[src/rtl/trap_ctrl.sv]
// Machine-mode trap sequencer: arbitrates exception / interrupt / mret, drains the pipe, commits, redirects.
// Optional macro COTM32_VECTORED_MTVEC_EN enables vectored interrupt redirect when mtvec[1:0]==2'b01.
//
// state      | meaning
// -----------+-----------------------------------------------------------
// S_IDLE     | waiting; the only state in which events are sampled
// S_DRAIN    | flush requested, waiting for pipeline-drained ack
// S_COMMIT   | one-cycle trap-entry or mret strobe to the CSR file
// S_REDIRECT | one-cycle fetch redirect strobe, then back to idle
module trap_ctrl #(
  parameter int MXLEN = 32
) (
  input  logic             i_clk,
  input  logic             i_rst_n,
  input  logic [5:0]       i_exc,
  input  logic [MXLEN-1:0] i_exc_tval,
  input  logic [MXLEN-1:0] i_pc,
  input  logic             i_mret,
  input  logic             i_mstatus_mie,
  input  logic [MXLEN-1:0] i_mie,
  input  logic [MXLEN-1:0] i_mip,
  input  logic [MXLEN-1:0] i_mtvec,
  input  logic [MXLEN-1:0] i_mepc,
  output logic             o_flush_req,
  input  logic             i_flush_ack,
  output logic             o_trap_req,
  output logic             o_trap_mret,
  output logic [MXLEN-1:0] o_trap_cause,
  output logic [MXLEN-1:0] o_trap_tval,
  output logic [MXLEN-1:0] o_trap_pc,
  output logic             o_redirect_valid,
  output logic [MXLEN-1:0] o_redirect_pc,
  output logic             o_busy
);

  typedef enum logic [1:0] {
    S_IDLE     = 2'd0,
    S_DRAIN    = 2'd1,
    S_COMMIT   = 2'd2,
    S_REDIRECT = 2'd3
  } state_t;

  state_t     state;
  logic       lat_mret;
  logic       lat_irq;
  logic [3:0] lat_code;

  logic       exc_hit;
  logic [3:0] exc_code;
  logic [2:0] irq_pend;
  logic       irq_hit;
  logic [3:0] irq_code;

  logic [MXLEN-1:0] trap_base;
  logic [MXLEN-1:0] trap_target;

  // Exception and interrupt arbitration; irq_pend is {MEI, MSI, MTI}.
  always_comb begin
    exc_hit  = |i_exc;
    exc_code = 4'd0;
    if (i_exc[0])      exc_code = 4'd0;
    else if (i_exc[1]) exc_code = 4'd2;
    else if (i_exc[2]) exc_code = 4'd3;
    else if (i_exc[3]) exc_code = 4'd11;
    else if (i_exc[4]) exc_code = 4'd4;
    else if (i_exc[5]) exc_code = 4'd6;

    irq_pend[2] = i_mstatus_mie & i_mie[11] & i_mip[11];
    irq_pend[1] = i_mstatus_mie & i_mie[3]  & i_mip[3];
    irq_pend[0] = i_mstatus_mie & i_mie[7]  & i_mip[7];
    irq_hit     = |irq_pend;
    irq_code    = 4'd0;
    if (irq_pend[2])      irq_code = 4'd11;
    else if (irq_pend[1]) irq_code = 4'd3;
    else if (irq_pend[0]) irq_code = 4'd7;
  end

  always_comb begin
    trap_base   = {i_mtvec[MXLEN-1:2], 2'b00};
    trap_target = trap_base;
`ifdef COTM32_VECTORED_MTVEC_EN
    if (lat_irq && (i_mtvec[1:0] == 2'b01))
      trap_target = trap_base + {{(MXLEN-6){1'b0}}, lat_code, 2'b00};
`endif
  end

  // Only bits 3/7/11 of mie/mip matter; mtvec mode and the latched code are build-dependent.
  logic unused_bits;
  assign unused_bits = ^{i_mie, i_mip, i_mtvec[1:0], lat_code};

  always_ff @(posedge i_clk or negedge i_rst_n) begin
    if (!i_rst_n) begin
      state            <= S_IDLE;
      lat_mret         <= 1'b0;
      lat_irq          <= 1'b0;
      lat_code         <= 4'd0;
      o_flush_req      <= 1'b0;
      o_trap_req       <= 1'b0;
      o_trap_mret      <= 1'b0;
      o_trap_cause     <= '0;
      o_trap_tval      <= '0;
      o_trap_pc        <= '0;
      o_redirect_valid <= 1'b0;
      o_redirect_pc    <= '0;
      o_busy           <= 1'b0;
    end else begin
      case (state)
        S_IDLE: begin
          o_redirect_valid <= 1'b0;
          if (exc_hit) begin
            lat_mret     <= 1'b0;
            lat_irq      <= 1'b0;
            lat_code     <= exc_code;
            o_trap_cause <= {{(MXLEN-4){1'b0}}, exc_code};
            o_trap_tval  <= i_exc_tval;
            o_trap_pc    <= i_pc;
            o_flush_req  <= 1'b1;
            o_busy       <= 1'b1;
            state        <= S_DRAIN;
          end else if (irq_hit) begin
            // Also covers an interrupt coinciding with mret: the mret PC is saved so it re-executes.
            lat_mret     <= 1'b0;
            lat_irq      <= 1'b1;
            lat_code     <= irq_code;
            o_trap_cause <= {1'b1, {(MXLEN-5){1'b0}}, irq_code};
            o_trap_tval  <= '0;
            o_trap_pc    <= i_pc;
            o_flush_req  <= 1'b1;
            o_busy       <= 1'b1;
            state        <= S_DRAIN;
          end else if (i_mret) begin
            lat_mret     <= 1'b1;
            lat_irq      <= 1'b0;
            lat_code     <= 4'd0;
            o_trap_cause <= '0;
            o_trap_tval  <= '0;
            o_trap_pc    <= i_pc;
            o_flush_req  <= 1'b1;
            o_busy       <= 1'b1;
            state        <= S_DRAIN;
          end
        end
        S_DRAIN: begin
          if (i_flush_ack) begin
            o_flush_req <= 1'b0;
            o_trap_req  <= ~lat_mret;
            o_trap_mret <= lat_mret;
            state       <= S_COMMIT;
          end
        end
        S_COMMIT: begin
          o_trap_req       <= 1'b0;
          o_trap_mret      <= 1'b0;
          o_redirect_valid <= 1'b1;
          o_redirect_pc    <= lat_mret ? i_mepc : trap_target;
          state            <= S_REDIRECT;
        end
        S_REDIRECT: begin
          o_redirect_valid <= 1'b0;
          o_busy           <= 1'b0;
          state            <= S_IDLE;
        end
        default: begin
          o_flush_req      <= 1'b0;
          o_trap_req       <= 1'b0;
          o_trap_mret      <= 1'b0;
          o_redirect_valid <= 1'b0;
          o_busy           <= 1'b0;
          state            <= S_IDLE;
        end
      endcase
    end
  end

  a_strobe_excl: assert property (@(posedge i_clk) disable iff (!i_rst_n)
    !(o_trap_req && o_trap_mret));
  a_busy_idle: assert property (@(posedge i_clk) disable iff (!i_rst_n)
    o_busy == (state != S_IDLE));

endmodule

[config.mk]
export PLATFORM = sky130hd
export DESIGN_NAME = trap_ctrl
export DESIGN_NICKNAME = d
export VERILOG_FILES = /design/src/rtl/trap_ctrl.sv
export SDC_FILE = /design/constraint.sdc
export NUM_CORES = 1
export LEC_CHECK = 0
export BUFFER_PORTS_ARGS = -buffer_cell sky130_fd_sc_hd__buf_2
export CELL_PAD_IN_SITES_DETAIL_PLACEMENT = 1
export CELL_PAD_IN_SITES_GLOBAL_PLACEMENT = 1
export CORE_ASPECT_RATIO = 0.5
export CORE_MARGIN = 10
export CORE_UTILIZATION = 27
export DETAILED_ROUTE_END_ITERATION = 6
export PLACE_DENSITY = 0.86
export SETUP_SLACK_MARGIN = 0.15
export SLEW_MARGIN = 20
export SYNTH_ARGS = -nofsm -noshare
export SYNTH_HDL_FRONTEND = slang
export SYNTH_SLANG_ARGS = --single-unit
export TNS_END_PERCENT = 5
[constraint.sdc]
create_clock -name i_clk -period 1.75 [get_ports i_clk]
set_input_delay 0 -clock i_clk [delete_from_list [all_inputs] [get_ports i_clk]]
set_output_delay 0 -clock i_clk [all_outputs]
set_load 0.05 [all_outputs]
* Word level (Yosys, flattened, before mapping)
Cells that the tools add are included.
** Storage, ports and cells
- Flip-flop bits (word level) :: 136
- Output and inout port bits :: 133
** Cells by class
- Eq/ne operators :: 5
- Muxes and demuxes :: 36
- Bitwise gates (word level) :: 7
- Reductions and logical operators :: 14
** Operators with widths (number)
- 32-bit 2-to-1 mux :: 9
- 4-bit 2-to-1 mux :: 5
- 3-bit 2-to-1 mux :: 4
- 1-bit one-hot mux with 2 select lines :: 5
- 1-bit 2-to-1 mux :: 8
- 2-bit 2-to-1 mux :: 4
- 2-bit one-hot mux with 4 select lines :: 1
- 2-bit AND reduction :: 4
- 2-bit nonzero test :: 4
- 1-bit AND :: 6
- 6-bit OR reduction :: 1
- 2-bit == test (second input constant) :: 2
- 4-bit != test (second input constant) :: 1
- 3-bit AND reduction :: 1
- 3-bit nonzero test :: 1
- 3-bit OR reduction :: 1
- 2-bit by 1-bit == test with 1-bit output (second input constant) :: 1
- 2-bit zero test :: 1
- 2-bit != test (second input constant) :: 1
- 2-bit OR reduction :: 1
- 1-bit inverter :: 1

* Longest topological paths before layout
- Depth in word-level cells :: 7
- Gate-level depth with buffers :: 6
- Mapped depth without buffers :: 5

* Worst setup path before layout
No wires, ideal clock.
- Path kind :: flip-flop to flip-flop
- Start :: register state[0]
- End :: register o_trap_pc[0]
- Setup time :: 125 ps
- Arrival :: 1656 ps
- Setup slack :: -31 ps
- Cell stages (with the launch flop) :: 7
- Buffers on the path :: 1
- Cells stage by stage :: dfrtp_1 -> inv_1 -> ha_1 -> inv_1 -> a21oi_2 -> buf_2 -> mux2_2
** Between the ends
- Cells in the longest elaborated chain, start to end :: 2
** Ends and longest elaborated chain
- start, declared :: RTL line 43 : state_t state;
- start signal, assigned :: RTL line 93 : state <= S_IDLE;
- start signal, assigned :: RTL line 119 : state <= S_DRAIN;
- start signal, assigned :: RTL line 130 : state <= S_DRAIN;
- 2-bit zero test :: RTL line 107 : case (state)
- 2-bit AND reduction (no source line)
- end signal, assigned :: RTL line 116 : o_trap_pc <= i_pc;
- end signal, assigned :: RTL line 127 : o_trap_pc <= i_pc;
- end signal, assigned :: RTL line 137 : o_trap_pc <= i_pc;
- end, declared :: RTL line 30 : output logic [MXLEN-1:0] o_trap_pc,
Every way passes these cells.
A chain may end at the register's enable or synchronous reset.

* Final worst setup path
- Start :: register state[1]
- End :: register state[1]
** Between the ends
- Cells in the longest elaborated chain, start to end :: 3
- Elaborated cells on any way between the ends :: 8
** Ends and longest elaborated chain (RTL line)
- 2-bit by 1-bit == test with 1-bit output or 2-bit zero test (tied branches) :: 107
- 2-bit != test (no source line) or 4-bit != test (tied branches)
- 2-bit AND reduction (no source line)
Parallel ways exist; a longest one is shown, timed or not.

==> flow_summary.json <==
{
  "layout_setup_ws_ns": -0.01367,
  "cts_max_path_buffers": 2,
  "fin_worst_skew_ns": 0.007866,
  "syn_area_um2": 4766,
  "status": "complete, but fails checks",
  "timing.slew.headroom": 0.4556,
  "worstSetupStartpointType": "flop",
  "final_area_um2": 8097,
  "initial_core_util": 0.2746,
  "async_flop_share": 1.000,
  "placed_area_um2": 6309,
  "reg2reg_to": "state[1]",
  "place_ws_ns": -0.03462,
  "min_delay_path_depth": 3,
  "viasPerCell": 4.838,
  "arrival_ns": 2.00,
  "synth-edff-count": 0,
  "period_share": 1.008,
  "gp_congestion": 0.7899,
  "fp.dieH_um": 113.9,
  "crit_slowest_cell": "dfrtp_1",
  "area_growth_pct": 69.89,
  "p_leak_nw": 3.932,
  "die_w_um": 207.9,
  "synth_cells": 378,
  "grt_pass1_vias": 5649,
  "root_buffer": "clkbuf_16",
  "synth_seq_cells": 109,
  "worstSetupPathType": "flop to flop",
  "clock_sinks": 109,
  "cts_tree": "done",
  "antenna_found_initial": 11,
  "synth_area_per_cell_um2": 12.61,
  "hp-start": "i_mepc[2]",
  "worstSkewPairLatency_ns": 0.34,
  "post-route-util": 0.4665,
  "yosysUniqueCellTypes": 37,
  "reg2reg_from": "state[1]",
  "irDropWorstVdd_v": 0.0006980,
  "setup_viol": 1,
  "failed_checks": "negative setup slack",
  "whs_ns": 0.0009920,
  "power_density_nw_per_um2": 2230,
  "vias": 4901,
  "path_cells": "inv_2 -> buf_4 -> ha_2 -> nor2b_1 -> a31oi_1 -> mux2_2",
  "grt_pass1_wl_mm": 34.00,
  "dpl.hpwl_mm": 14.08,
  "critPathTopFamily": "flip-flops",
  "rsz0062_at_grt": "true",
  "whs_endpoint": "o_redirect_pc[2]",
  "critical_path_peak_fanout": 3,
  "ios": 336,
  "regArea_um2": 2731,
  "max_stage_delay_ns": 0.41,
  "cp_num_buf_inv": 2,
  "drtAntennaViolNets": 0,
  "grt_max_degree": 63,
  "worst_hold_path_type": "primary input to flop",
  "fin_setup_tns_ns": -0.01367,
  "r2r_slack_ns": -0.01,
  "finalNetCount": 970,
  "critPathRequiredTime_ns": 1.98,
  "synth_ff_type": "dfrtp_1",
  "crit_start": "state[1]",
  "drv_cap": 0,
  "cp-end-kind": "flop",
  "ff2ff_path_depth": 6,
  "grt_usage": 0.1853,
  "timing.fmax_mhz": 567.0,
  "drt-initial-drc-count": 274,
  "wl_per_cell_um": 25.38,
  "drtPass1Iterations": 4,
  "yosysSeqAreaShare": 0.5723,
  "tightestPinTransition_ns": 0.8094,
  "drive_gt1_frac": 0.4902,
  "drcViolationCount": 0,
  "die_area_um2": 23690,
  "hold_viol_final": 0,
  "fin_crit_ns": 1.764,
  "overflow": 0,
  "synth_warnings": 0,
  "port_buffers": 248,
  "multi_input_area_um2": 1906,
  "fillers": 1961,
  "h-tree-depth": 3,
  "clkSlewWorstSetupHoldPaths_ns": 0.08,
  "fp.coreArea_um2": 17360,
  "slew_viol_final": 0,
  "cts_inserted_buffers": 9,
  "wirelength_mm": 25.71,
  "rows": 34
}
metal layers:
layer / routed length (um) / vias to the layer above / GRT usage
met5: 0 / - / 0
met4: 1622 / 0 / 0.1344
met3: 1081 / 99 / 0.03929
met2: 14720 / 207 / 0.3812
met1: 8280 / 2507 / 0.1559
li1: - / 2088 / -
Yosys cell counts, types with 4 or more instances:
| master | number | share of area |
|---|---|---|
| inv_1 | 6 | 0.0047 |
| clkbuf_1 | 12 | 0.0095 |
| o21ai_0 | 4 | 0.0042 |
| nor2_1 | 33 | 0.026 |
| mux2i_1 | 32 | 0.067 |
| mux2_2 | 36 | 0.085 |
| ha_1 | 5 | 0.013 |
| dfrtp_1 | 109 | 0.57 |
| a22o_2 | 31 | 0.065 |
| a21oi_1 | 34 | 0.036 |
| nand2_1 | 7 | 0.0055 |
| buf_4 | 27 | 0.043 |
| a31oi_1 | 4 | 0.0052 |
cells by family after synthesis:
kind of cell,Yosys count,synth area share
AOI/OAI and AO/OA,86,0.1365
buffers and inverters,54,0.06931
other,1,0.0007869
muxes,68,0.1523
DFF,109,0.5723
adders and majority gates,5,0.01313
and+or+nand+nor,55,0.05566
worst max path at each step:
| stage | depth (start not counted) | to |
|---|---|---|
| final | 6 | state[1] |
| after global routing | 6 | state[1] |
| after CTS | 7 | o_trap_pc[2] |
| after detailed placement | 7 | o_trap_pc[26] |
| after global placement | 6 | o_trap_tval[30] |
| after floorplan | 6 | o_trap_pc[0] |
worst min-delay path, cell delays in order:
cell	delay, ns
buf_2	0.08
mux2i_1	0.06
a21oi_1	0.16
cell type report:
| type | count | share of cell area |
|---|---|---|
| antenna | 12 | 0.003709 |
| clock buffer | 9 | 0.02782 |
| clock inverter | 7 | 0.01314 |
| inverter | 6 | 0.003091 |
| multi-input combinational | 241 | 0.2354 |
| sequential | 109 | 0.3374 |
| tap | 234 | 0.03616 |
| timing repair buffer | 395 | 0.3434 |
sequential cells by signal (all words and copies together), names as in the netlist:
| signal | count |
|---|---|
| o_redirect_valid | 1 |
| o_trap_cause | 5 |
| o_flush_req | 1 |
| o_trap_req | 1 |
| o_redirect_pc | 32 |
| o_trap_pc | 32 |
| o_trap_mret | 1 |
| o_trap_tval | 32 |
| o_busy | 1 |
| lat_mret | 1 |
| state | 2 |
what timing repair did:
action	CTS	global route
resized for setup	4	23
pin swaps	0	1
cloned	1	2
hold buffers	116	0
endpoints found under the setup margin	67	33
buffers inserted	4	7
hold endpoints to repair	130	0
per-stage QoR:
step / std cells / power, W
after floorplan: 404 / 0.01153
after global placement: 855 / 0.01375
after detailed placement: 855 / 0.01412
after CTS: 992 / 0.01695
after global routing: 1013 / 0.01871
final: 1013 / 0.01805
power breakdown:
part / internal (W) / leakage [nW] / switching, W
sequential: 0.00377 / 1.28 / 0.000856
clock: 0.00128 / 0.163 / 0.00104
combinational: 0.00351 / 2.49 / 0.00760
total: 0.00856 / 3.93 / 0.00949
placed cells by master (no fill, tap or decap), types with 2 or more instances in the layout:
| cell | n |
|---|---|
| o22a_1 | 2 |
| nand2_1 | 7 |
| a21oi_1 | 34 |
| dlygate4sd3_1 | 116 |
| buf_12 | 7 |
| mux2_2 | 16 |
| nand3_1 | 2 |
| inv_2 | 2 |
| a31oi_1 | 4 |
| buf_2 | 247 |
| ha_1 | 2 |
| nor2_1 | 33 |
| nand4_1 | 2 |
| ha_2 | 2 |
| mux2_4 | 20 |
| a22o_2 | 31 |
| o21ai_0 | 4 |
| or4_4 | 2 |
| inv_6 | 2 |
| clkinv_4 | 2 |
| diode_2 | 12 |
| dfrtp_1 | 108 |
| mux2i_1 | 32 |
| inv_1 | 3 |
| clkbuf_16 | 11 |
| nor2b_1 | 3 |
| conb_1 | 27 |
| buf_4 | 21 |
| nor3_1 | 3 |
| bufinv_16 | 2 |
Power figures use the tool's default switching activity.
